`src/rtl/uart_rx.sv`:
```
// 8N1 UART receiver sampling rxd on an oversampled baud enable.
// Holds each received byte with status flags until the host acknowledges it.
module uart_rx #(
    parameter int OVERSAMPLE = 16
) (
    input  logic       clk,
    input  logic       rst,
    input  logic       bclk,
    input  logic       rxd,
    input  logic       rd,
    output logic [7:0] dout,
    output logic       rx_rdy,
    output logic       frame_err,
    output logic       overrun,
    output logic       busy
);

    localparam int TW = (OVERSAMPLE > 2) ? $clog2(OVERSAMPLE) : 1;
    localparam logic [TW-1:0] HALF_LAST = TW'(OVERSAMPLE / 2 - 1);
    localparam logic [TW-1:0] BIT_LAST  = TW'(OVERSAMPLE - 1);

    typedef enum logic [1:0] {IDLE, START, DATA, STOP} state_t;

    state_t        state, state_nxt;
    logic          rxd_m, rxd_s;
    logic [TW-1:0] tick_ctr, tick_nxt;
    logic [2:0]    bit_ctr, bit_nxt;
    logic [7:0]    shreg, shreg_nxt;
    logic          done;

    // Line idles high, so the synchroniser resets to 1 to avoid a false start.
    always_ff @(posedge clk or negedge rst) begin
        if (!rst) begin
            rxd_m <= 1'b1;
            rxd_s <= 1'b1;
        end else begin
            rxd_m <= rxd;
            rxd_s <= rxd_m;
        end
    end

    always_ff @(posedge clk or negedge rst) begin
        if (!rst) begin
            state    <= IDLE;
            tick_ctr <= '0;
            bit_ctr  <= '0;
            shreg    <= '0;
        end else begin
            state    <= state_nxt;
            tick_ctr <= tick_nxt;
            bit_ctr  <= bit_nxt;
            shreg    <= shreg_nxt;
        end
    end

    always_comb begin
        state_nxt = state;
        tick_nxt  = tick_ctr;
        bit_nxt   = bit_ctr;
        shreg_nxt = shreg;
        done      = 1'b0;
        if (bclk) begin
            case (state)
                IDLE: begin
                    if (!rxd_s) begin
                        state_nxt = START;
                        tick_nxt  = '0;
                    end
                end
                START: begin
                    if (tick_ctr == HALF_LAST) begin
                        tick_nxt = '0;
                        if (!rxd_s) begin
                            state_nxt = DATA;
                            bit_nxt   = '0;
                        end else begin
                            state_nxt = IDLE;
                        end
                    end else begin
                        tick_nxt = tick_ctr + 1'b1;
                    end
                end
                DATA: begin
                    if (tick_ctr == BIT_LAST) begin
                        shreg_nxt = {rxd_s, shreg[7:1]};
                        tick_nxt  = '0;
                        if (bit_ctr == 3'd7) begin
                            state_nxt = STOP;
                        end else begin
                            bit_nxt = bit_ctr + 3'd1;
                        end
                    end else begin
                        tick_nxt = tick_ctr + 1'b1;
                    end
                end
                STOP: begin
                    // Leaving half a bit early lets a back-to-back start edge be seen on time.
                    if (tick_ctr == BIT_LAST) begin
                        done      = 1'b1;
                        tick_nxt  = '0;
                        state_nxt = IDLE;
                    end else begin
                        tick_nxt = tick_ctr + 1'b1;
                    end
                end
                default: state_nxt = IDLE;
            endcase
        end
    end

    // A completion outranks an acknowledge on the same clock; the old byte counts as read.
    always_ff @(posedge clk or negedge rst) begin
        if (!rst) begin
            dout      <= '0;
            rx_rdy    <= 1'b0;
            frame_err <= 1'b0;
            overrun   <= 1'b0;
        end else if (done) begin
            dout      <= shreg;
            frame_err <= ~rxd_s;
            rx_rdy    <= 1'b1;
            if (rd) begin
                overrun <= 1'b0;
            end else if (rx_rdy) begin
                overrun <= 1'b1;
            end
        end else if (rd) begin
            rx_rdy    <= 1'b0;
            frame_err <= 1'b0;
            overrun   <= 1'b0;
        end
    end

    assign busy = (state != IDLE);

endmodule

```
`config.mk`:
```
export PLATFORM = sky130hd
export DESIGN_NAME = uart_rx
export DESIGN_NICKNAME = d
export VERILOG_FILES = /design/src/rtl/uart_rx.sv
export SDC_FILE = /design/constraint.sdc
export NUM_CORES = 1
export LEC_CHECK = 0
export ABC_AREA = 1
export BUFFER_PORTS_ARGS = -buffer_cell sky130_fd_sc_hd__buf_2
export CAP_MARGIN = 15
export CORE_MARGIN = 4
export CORE_UTILIZATION = 45
export CTS_CLUSTER_SIZE = 25
export DETAILED_ROUTE_END_ITERATION = 8
export PLACE_DENSITY = 0.74
export SYNTH_ARGS = -nofsm -noshare
export SYNTH_HDL_FRONTEND = slang
export SYNTH_SLANG_ARGS = --single-unit
```
`constraint.sdc`:
```
create_clock -name clk -period 4.36 [get_ports clk]
set_input_delay 0.654 -clock clk [delete_from_list [all_inputs] [get_ports clk]]
set_output_delay 0.654 -clock clk [all_outputs]
set_load 0.05 [all_outputs]
```
==> flow_summary.json, run 1 <==
{
  "syn-num-nets": 155,
  "syn_area_mm2": 0.00133,
  "arrival_ps": 1330,
  "htree_levels": 2,
  "synthFlopType": "dfrtp_1",
  "worstMarginPinSlew_ps": 637,
  "ant_nets": 0,
  "rsz0062_at_grt": "no",
  "synthXorXnorAreaFrac_pct": 0.657,
  "synth_cells": 147,
  "required_ps": 3710,
  "wl_per_cell_um": 12.3,
  "cts_tree": "done",
  "setup.worst_path.class": "flip-flop to output port",
  "synth_top_family_by_area": "simple AND/OR/NAND/NOR gates",
  "insertedDiodeCount": 0,
  "drc_errors": 0,
  "post-route-min-period_ps": 1980,
  "drtIter0Drc": 41,
  "final_cell_area_mm2": 0.00150,
  "pre_cts_ws_ps": 2730,
  "async_reset_ff_share_pct": 100,
  "fin_setup_tns_ps": 0,
  "root_buffer": "clkbuf_4",
  "area_delta_synth_final_pct": 12.5,
  "fin_crit_sh_pct": 45.5,
  "dp.cells": 192,
  "antenna_found_initial": 0,
  "hold_class": "input port to async pin",
  "grt_pass1_vias": 1013,
  "p_total_mw": 0.704,
  "yosys_warnings": 0,
  "yosysSeqAreaShare_pct": 56.5,
  "synth-seq-cells": 30,
  "cts_buffers": 5,
  "synthDistinctLibCells": 20,
  "cap_violations": 0,
  "num_io_pins": 17,
  "fillers": 270,
  "vdd_ir_drop_max_mv": 0.266,
  "fin_skew_ps": 7.93,
  "synth_top_cells_by_area": "dfrtp_1 (53%), nand2_1 (12%), o21ai_2 (5.3%), o21ai_1 (4.9%), inv_1 (4.2%)",
  "power.leakage_nw": 0.761,
  "die_h_um": 62.4,
  "relSlewSlack_pct": 57.5,
  "synthAdderAreaFrac_pct": 2.81,
  "placed_area_mm2": 0.00144,
  "viasPerCell": 4.99,
  "hold_viol": 0,
  "synth-simple-area-share_pct": 21.2,
  "cts_setup_buffers": 0,
  "hpwl_um": 1820,
  "die-width_um": 62.4,
  "clockBufferDepth": 2,
  "ctsResizeCount": 0,
  "clk_pin_slew_ps": 100,
  "slew_violations": 0,
  "fmax_ghz": 0.504,
  "crit_fanout": 7,
  "wl_um": 2470,
  "finalNetCount": 176,
  "grt_max_degree": 31,
  "routabilityCongestion": 0.865,
  "cts.hold.buffers_added": 0,
  "io_buffer_count": 16,
  "fin_ws_ps": 2380,
  "p_per_area_mw_per_mm2": 469,
  "muxShareOfSynthArea_pct": 0,
  "synth_top_area_cell": "dfrtp_1",
  "final_layout_size_suffix_gt1_share_pct": 25.4,
  "grt_pass1_wl_um": 4450,
  "insertion_delay_ps": 330,
  "yosys.area.top_type_share_pct": 52.5,
  "cp-start-kind": "flip-flop",
  "outcome": "finished, final reports clean",
  "firstDrtPassIters": 4,
  "grt-ovfl-total": 0,
  "critPathCaptureType": "output port",
  "synth_compound_area_share_pct": 12.3,
  "coreArea_mm2": 0.00281,
  "synth_edf_count": 0,
  "cts_sinks": 30,
  "rows": 19,
  "setup_violations": 0,
  "die-area_mm2": 0.00390,
  "vias": 998,
  "start_util_pct": 47.5,
  "grtUsageTotal_pct": 14.6,
  "avgSynthCellArea_um2": 9.07,
  "final_cells": 200
}
## synthesized netlist by cell type, types with 2 or more instances
cell type / count
o21ai_1: 13
dfrtp_1: 28
o21ai_2: 8
inv_2: 4
nor2_1: 11
inv_1: 15
a21oi_1: 4
nand2_2: 2
nand2_1: 43
dfstp_2: 2
ha_1: 3
nand3_1: 6
## logic make-up (layout without fill, tap and decap cells)
| family | count (synthesis) | in the layout |
|---|---|---|
| flops | 30 | 30 |
| xor+xnor | 1 | 1 |
| simple gates | 66 | 66 |
| buf+inv | 21 | 43 |
| compound gates | 26 | 26 |
| fa+ha+maj | 3 | 3 |
## critical path: stages (launching register included)
cell and delay, ps:
dfrtp_1 470, nor2_1 260, inv_1 60, buf_2 210
## flip-flops by register name (all words and copies together), names as in the netlist, 3 cells and up, named ones only
signal	cells
dout	8
bit_ctr	3
shreg	8
tick_ctr	4
## report_power, final
| group | internal (mW) | total (mW) | switching [mW] |
|---|---|---|---|
| Combinational | 0.0542 | 0.190 | 0.136 |
| Clock | 0.0774 | 0.173 | 0.0959 |
| Sequential | 0.307 | 0.340 | 0.0326 |
## final timing paths
check / start / endpoint / slack, ps / cells after the start
worst min register to register: rxd_m / rxd_s / 360 / 0
max in group asynchronous: rst / tick_ctr[1] / 3600 / 1
worst max register to register: tick_ctr[0] / shreg[7] / 2790 / 6
min in group clk: rxd_m / rxd_s / 360 / 0
worst min-delay path: rst / dout[5] / 340 / 1
worst max-delay path: flip-flop / busy / 2380 / 3
## routing by layer
metal	share of wire, %	track usage, %	routed length (um)
met4	1.9	7.44	46
met3	3.9	3.42	97
met2	50	25.2	1240
met5	0	0	0
met1	44	16.8	1080
## final cells by class
type                    instances  area (um2)  area share (%)
inverters                      19        71.3            4.75
multi-input cells              96         493            32.9
well taps                      31        38.8            2.59
flip-flops and latches         30         753            50.2
clock inverters                 2        12.5           0.834
repair buffers                 16        80.1            5.34
clock buffers                   6        51.3            3.42
## metrics by stage
stage          utilization, %  hold WS (ps)
3_5_place_dp             51.2           350
6_report                 53.5           340
3_3_place_gp             51.2           346
4_1_cts                  53.5           356
2_1_floorplan               -           345
5_1_grt                  53.5           369
## cell usage in the layout, fill, tap and decap left out, types with 2 or more instances in the layout
| cell | instances |
|---|---|
| nand2_1 | 43 |
| dfrtp_1 | 28 |
| buf_2 | 16 |
| inv_1 | 15 |
| o21ai_1 | 13 |
| nor2_1 | 11 |
| o21ai_2 | 8 |
| nand3_1 | 6 |
| clkbuf_4 | 5 |
| inv_2 | 4 |
| a21oi_1 | 4 |
| ha_1 | 3 |
| nand2_2 | 2 |
| dfstp_2 | 2 |
Note: power is estimated with default switching activity, not from simulation.
==> run 2: changes to the inputs <==
==> constraint.sdc (replaced) <==
create_clock -name clk -period 2.05 [get_ports clk]
set_input_delay 0.3075 -clock clk [delete_from_list [all_inputs] [get_ports clk]]
set_output_delay 0.3075 -clock clk [all_outputs]
set_load 0.05 [all_outputs]
==> flow_summary.json, run 2 (synthesis gave the netlist of run 1 again) <==
{
  "grtUsageTotal_pct": 13.9,
  "clk_pin_slew_ps": 90,
  "hold_viol": 10,
  "cts_buffers": 5,
  "worstMarginPinSlew_ps": 642,
  "hpwl_um": 1720,
  "wl_per_cell_um": 11.5,
  "required_ps": 1740,
  "clockBufferDepth": 2,
  "die-area_mm2": 0.00390,
  "grt_pass1_vias": 1002,
  "area_delta_synth_final_pct": 11.5,
  "relSlewSlack_pct": 57.2,
  "final_cell_mix": "nand2_1 (43), dfrtp_1 (28), buf_2 (16)",
  "worstReg2RegEnd": "dout[7]",
  "insertion_delay_ps": 330,
  "crit_fanout": 7,
  "die-width_um": 62.4,
  "arrival_ps": 1320,
  "fillers": 275,
  "ant_nets": 0,
  "start_util_pct": 47.5,
  "rsz0062_at_grt": "no",
  "fin_crit_sh_pct": 79.2,
  "io_buffer_count": 16,
  "cts_sinks": 30,
  "crit_chain": "nor2_1 -> inv_1 -> buf_2",
  "ctsResizeCount": 0,
  "cp-start-kind": "flip-flop",
  "root_buffer": "clkbuf_4",
  "setup_violations": 0,
  "setup.worst_path.class": "flip-flop to output port",
  "outcome": "complete, but fails checks",
  "critPathCaptureType": "output port",
  "cp-endpoint": "busy",
  "reg2reg_from": "tick_ctr[0]",
  "finalNetCount": 176,
  "post-route-min-period_ps": 1620,
  "grt_pass1_wl_um": 4220,
  "hold_class": "input port to async pin",
  "slew_violations": 0,
  "grt_max_degree": 31,
  "insertedDiodeCount": 0,
  "cp_slowest_cell": "dfrtp_1",
  "vdd_ir_drop_max_mv": 0.501,
  "final_common_cell": "nand2_1",
  "largest_registers": "dout: 8 flops, shreg: 8 flops, tick_ctr: 4 flops",
  "vias": 970,
  "final_layout_size_suffix_gt1_share_pct": 24.9,
  "failed_checks": "hold timing",
  "fmax_ghz": 0.616,
  "num_io_pins": 17,
  "grt-ovfl-total": 0,
  "antenna_found_initial": 0,
  "drc_errors": 0,
  "htree_levels": 2,
  "p_total_mw": 1.44,
  "rows": 19,
  "r2r_setup_slack_ps": 500,
  "routabilityCongestion": 0.788,
  "drtIter0Drc": 37,
  "p_per_area_mw_per_mm2": 967,
  "slowest_delay_ps": 460,
  "holdWs_ps": -4.62,
  "power.leakage_nw": 0.759,
  "die_h_um": 62.4,
  "fin_setup_tns_ps": 0,
  "cap_violations": 0,
  "wl_um": 2300,
  "cts_setup_buffers": 0,
  "coreArea_mm2": 0.00281,
  "firstDrtPassIters": 4,
  "viasPerCell": 4.85,
  "reg2reg_depth": 6,
  "cts.hold.buffers_added": 0,
  "cts_tree": "done",
  "fin_skew_ps": 10.4
}
run 2: worst min path at each step:
stage,slack [ps],cells after the start,endpoint,startpoint
after floorplan,10,0,async pin,rst
after global placement,350,0,rxd_s,rxd_m
after detailed placement,350,0,rxd_s,rxd_m
after CTS,20,1,dout[4],rst
after global routing,30,1,bit_ctr[1],rst
final,-5,1,shreg[2],rst
run 2: per-layer routing:
metal,global-route usage (%),part of all wire (%)
met5,0,0
met4,6.34,1.7
met3,6.83,5.2
met2,23.8,51
met1,14.2,42
run 2: worst max-delay path: cells and delay by family (launching register included):
family        cells  cell delay, ps
simple gates      1             250
buf+inv           2             280
flops             1             460
run 2: cell type report:
type / count / area, um2 / share of cell area, %
sequential: 30 / 753 / 50.6
clock inverter: 2 / 10.0 / 0.673
tap: 31 / 38.8 / 2.61
multi-input combinational: 96 / 493 / 33.1
inverter: 19 / 71.3 / 4.79
clock buffer: 6 / 41.3 / 2.78
timing repair buffer: 16 / 80.1 / 5.38
run 2: power breakdown:
| part | internal [mW] | switching (mW) |
|---|---|---|
| clock network | 0.130 | 0.194 |
| logic | 0.115 | 0.276 |
| registers | 0.654 | 0.0683 |
| total | 0.900 | 0.539 |
run 2: per-stage QoR:
step / instances / setup WS [ps] / hold slack (ps) / cell area [um2] / util, %
2_1_floorplan: 147 / 669 / 11.9 / 1330 / -
3_3_place_gp: 192 / 573 / 346 / 1440 / 51.2
3_5_place_dp: 192 / 517 / 353 / 1440 / 51.2
4_1_cts: 200 / 414 / 18.6 / 1490 / 53.0
5_1_grt: 200 / 302 / 29.2 / 1490 / 53.0
6_report: 200 / 427 / -4.62 / 1490 / 53.0
==> run 3: changes to the inputs <==
--- a/config.mk
+++ b/config.mk
@@ -5,14 +5,14 @@
 export SDC_FILE = /design/constraint.sdc
 export NUM_CORES = 1
 export LEC_CHECK = 0
-export ABC_AREA = 1
+export ABC_AREA = 0
 export BUFFER_PORTS_ARGS = -buffer_cell sky130_fd_sc_hd__buf_2
 export CAP_MARGIN = 15
 export CORE_MARGIN = 4
 export CORE_UTILIZATION = 45
 export CTS_CLUSTER_SIZE = 25
 export DETAILED_ROUTE_END_ITERATION = 8
-export PLACE_DENSITY = 0.74
+export PLACE_DENSITY = 0.76
 export SYNTH_ARGS = -nofsm -noshare
 export SYNTH_HDL_FRONTEND = slang
 export SYNTH_SLANG_ARGS = --single-unit
==> constraint.sdc (replaced) <==
create_clock -name clk -period 1.4 [get_ports clk]
set_input_delay 0.21 -clock clk [delete_from_list [all_inputs] [get_ports clk]]
set_output_delay 0.21 -clock clk [all_outputs]
set_load 0.05 [all_outputs]
==> flow_summary.json, run 3 <==
{
  "fin_skew_ps": 6.89,
  "fin_setup_tns_ps": -527,
  "clockBufferDepth": 2,
  "cts_tree": "done",
  "hold_class": "input port to flip-flop",
  "rsz0062_at_grt": "yes",
  "rows": 20,
  "avgSynthCellArea_um2": 12.5,
  "fin_crit_sh_pct": 105,
  "hpwl_um": 2070,
  "hold_viol": 0,
  "wl_per_cell_um": 15.3,
  "worstReg2RegEnd": "bit_ctr[2]",
  "finalNetCount": 169,
  "cts_buffers": 5,
  "fillers": 256,
  "reg2reg_depth": 5,
  "insertion_delay_ps": 320,
  "final_cell_area_mm2": 0.00193,
  "setup.worst_path.class": "flip-flop to output port",
  "p_comb_share_pct": 43.4,
  "die_h_um": 65.1,
  "critPathCaptureType": "output port",
  "start_util_pct": 47.6,
  "drc_errors": 0,
  "vdd_ir_drop_max_mv": 0.759,
  "synth_cells": 117,
  "synthXorXnorAreaFrac_pct": 0,
  "grt_pass1_wl_um": 5390,
  "pwr-share-clk_pct": 16.6,
  "synth_top_area_cell": "dfrtp_1",
  "largest_registers": "dout: 8 flops, shreg: 8 flops, tick_ctr: 4 flops",
  "insertedDiodeCount": 0,
  "slew_violations": 0,
  "p_total_mw": 2.77,
  "p_per_area_mw_per_mm2": 1430,
  "yosys_warnings": 0,
  "grt_pass1_vias": 1139,
  "routabilityCongestion": 0.892,
  "clk_pin_slew_ps": 80,
  "min_delay_path_depth": 2,
  "reg2reg_from": "bit_ctr[1]",
  "root_buffer": "clkbuf_4",
  "synthAdderAreaFrac_pct": 2.56,
  "drtIter0Drc": 35,
  "die-width_um": 65.1,
  "final_common_cell": "dfrtp_1",
  "p_int_mw": 1.84,
  "setup_violations": 15,
  "min-delay-start": "rd",
  "yosysSeqAreaShare_pct": 51.4,
  "die-area_mm2": 0.00423,
  "pre_cts_ws_ps": -121,
  "syn_area_mm2": 0.00147,
  "area_delta_synth_final_pct": 31.9,
  "synth_edf_count": 0,
  "firstDrtPassIters": 4,
  "async_reset_ff_share_pct": 100,
  "dp.cells": 185,
  "wl_um": 3140,
  "r2r_setup_slack_ps": -70,
  "vias": 1071,
  "synth-simple-area-share_pct": 13.0,
  "syn-num-nets": 125,
  "placed_area_mm2": 0.00170,
  "final_cells": 205,
  "muxShareOfSynthArea_pct": 16.6,
  "io_buffer_count": 16,
  "p_switching_mw": 0.938,
  "power_frac_seq_pct": 40.0,
  "failed_checks": "setup timing",
  "synth_top_family_by_area": "multiplexers",
  "yosys.area.top_type_share_pct": 47.8,
  "cp-start-kind": "flip-flop",
  "grt_max_degree": 31,
  "ant_nets": 0,
  "switching_share_pct": 33.8,
  "synthDistinctLibCells": 39,
  "viasPerCell": 5.22,
  "crit_fanout": 3,
  "num_io_pins": 17,
  "antenna_found_initial": 0,
  "fin_ws_ps": -71.6,
  "grtUsageTotal_pct": 16.7,
  "synth_common_cells": "dfrtp_1 (28), mux2_4 (14), inv_1 (7)",
  "cts_sinks": 30,
  "coreArea_mm2": 0.00308,
  "synth_top_cells_by_area": "dfrtp_1 (48%), mux2_4 (14%), dfstp_2 (3.6%), ha_1 (2.6%), a31oi_1 (2.1%)",
  "post-route-min-period_ps": 1470,
  "synth_compound_area_share_pct": 11.6,
  "htree_levels": 2,
  "power.leakage_nw": 0.950,
  "synth-seq-cells": 30,
  "synth_most_common_cell": "dfrtp_1",
  "final_cell_mix": "dfrtp_1 (28), buf_4 (20), mux2_4 (16)",
  "final_layout_size_suffix_gt1_share_pct": 51.6,
  "grt-ovfl-total": 0,
  "arrival_ps": 1260,
  "worstMarginPinSlew_ps": 671,
  "synthFlopType": "dfrtp_1",
  "required_ps": 1190,
  "relSlewSlack_pct": 55.3,
  "cap_violations": 0,
  "min_to": "overrun",
  "outcome": "complete, but fails checks",
  "fmax_ghz": 0.680
}
-- run 3: changes by cell type in the layout (fill, tap and decap cells not counted), moves of 4 or more --
cell | before | now
nor2_1 | 11 | 1
nand3_1 | 6 | 1
o21ai_2 | 8 | 1
buf_6 | 0 | 5
inv_1 | 15 | 7
nor2b_1 | 0 | 4
mux2_4 | 0 | 16
inv_2 | 4 | 0
o21ai_1 | 13 | 1
a31oi_1 | 0 | 5
buf_4 | 0 | 20
nand2_1 | 43 | 3
-- run 3: routing by layer --
layer  global-route usage (%)  vias to the layer above  share of wire, %
met1                     21.2                      536                45
met4                     7.51                        0               1.7
met2                     26.9                       15                50
met5                        0                        -                 0
li1                         -                      515                 -
met3                     4.16                        5               2.5
-- run 3: worst max-delay path by stage --
stage,to,depth (start not counted),slack (ps)
4_1_cts,busy,3,-90
2_1_floorplan,dout[0],5,-40
5_1_grt,bit_ctr[2],5,-100
3_5_place_dp,dout[4],4,-120
6_report,busy,3,-70
3_3_place_gp,dout[4],4,-50
-- run 3: layout make-up --
| type | count | area (um2) | share of cell area, % |
|---|---|---|---|
| clock buffer | 7 | 45.0 | 2.33 |
| inverter | 7 | 26.3 | 1.36 |
| timing repair buffer | 43 | 317 | 16.4 |
| tap | 44 | 55.1 | 2.85 |
| multi-input combinational | 74 | 737 | 38.1 |
| sequential | 30 | 753 | 39.0 |
-- run 3: power groups by stage --
| stage | clock (mW) | combinational [mW] | sequential, mW |
|---|---|---|---|
| after detailed placement | 0 | 0.842 | 1.13 |
| final | 0.460 | 1.20 | 1.11 |
| after floorplan | 0 | 0.580 | 1.09 |
| after CTS | 0.479 | 1.08 | 1.10 |
| after global placement | 0 | 0.780 | 1.12 |
| after global routing | 0.526 | 1.30 | 1.12 |
-- run 3: logic make-up (layout without fill, tap and decap cells) --
kind of cell	Yosys count	after routing
flops	30	30
buf+inv	13	57
fa+ha+maj	3	3
simple gates	30	30
compound gates	24	24
mux	17	17
-- run 3: worst max-delay path, stage by stage, from the launching register on --
cell and delay, ps:
dfrtp_1 410, buf_6 130, or2_4 250, buf_8 150
-- run 3: repair_timing --
| action | CTS | global route |
|---|---|---|
| gates resized for setup | 16 | 9 |
| pin swaps | 4 | 7 |
| hold endpoints to repair | 29 | 0 |
| hold buffers | 2 | 0 |
| endpoints found under the setup margin | 26 | 24 |
| buffers inserted | 7 | 4 |
-- run 3: through the flow --
step	hold WS, ps	util, %
floorplan	-85.6	-
global placement	267	55.1
detailed placement	284	55.1
CTS	88.2	60.9
global route	81.9	62.8
finish	98.7	62.8
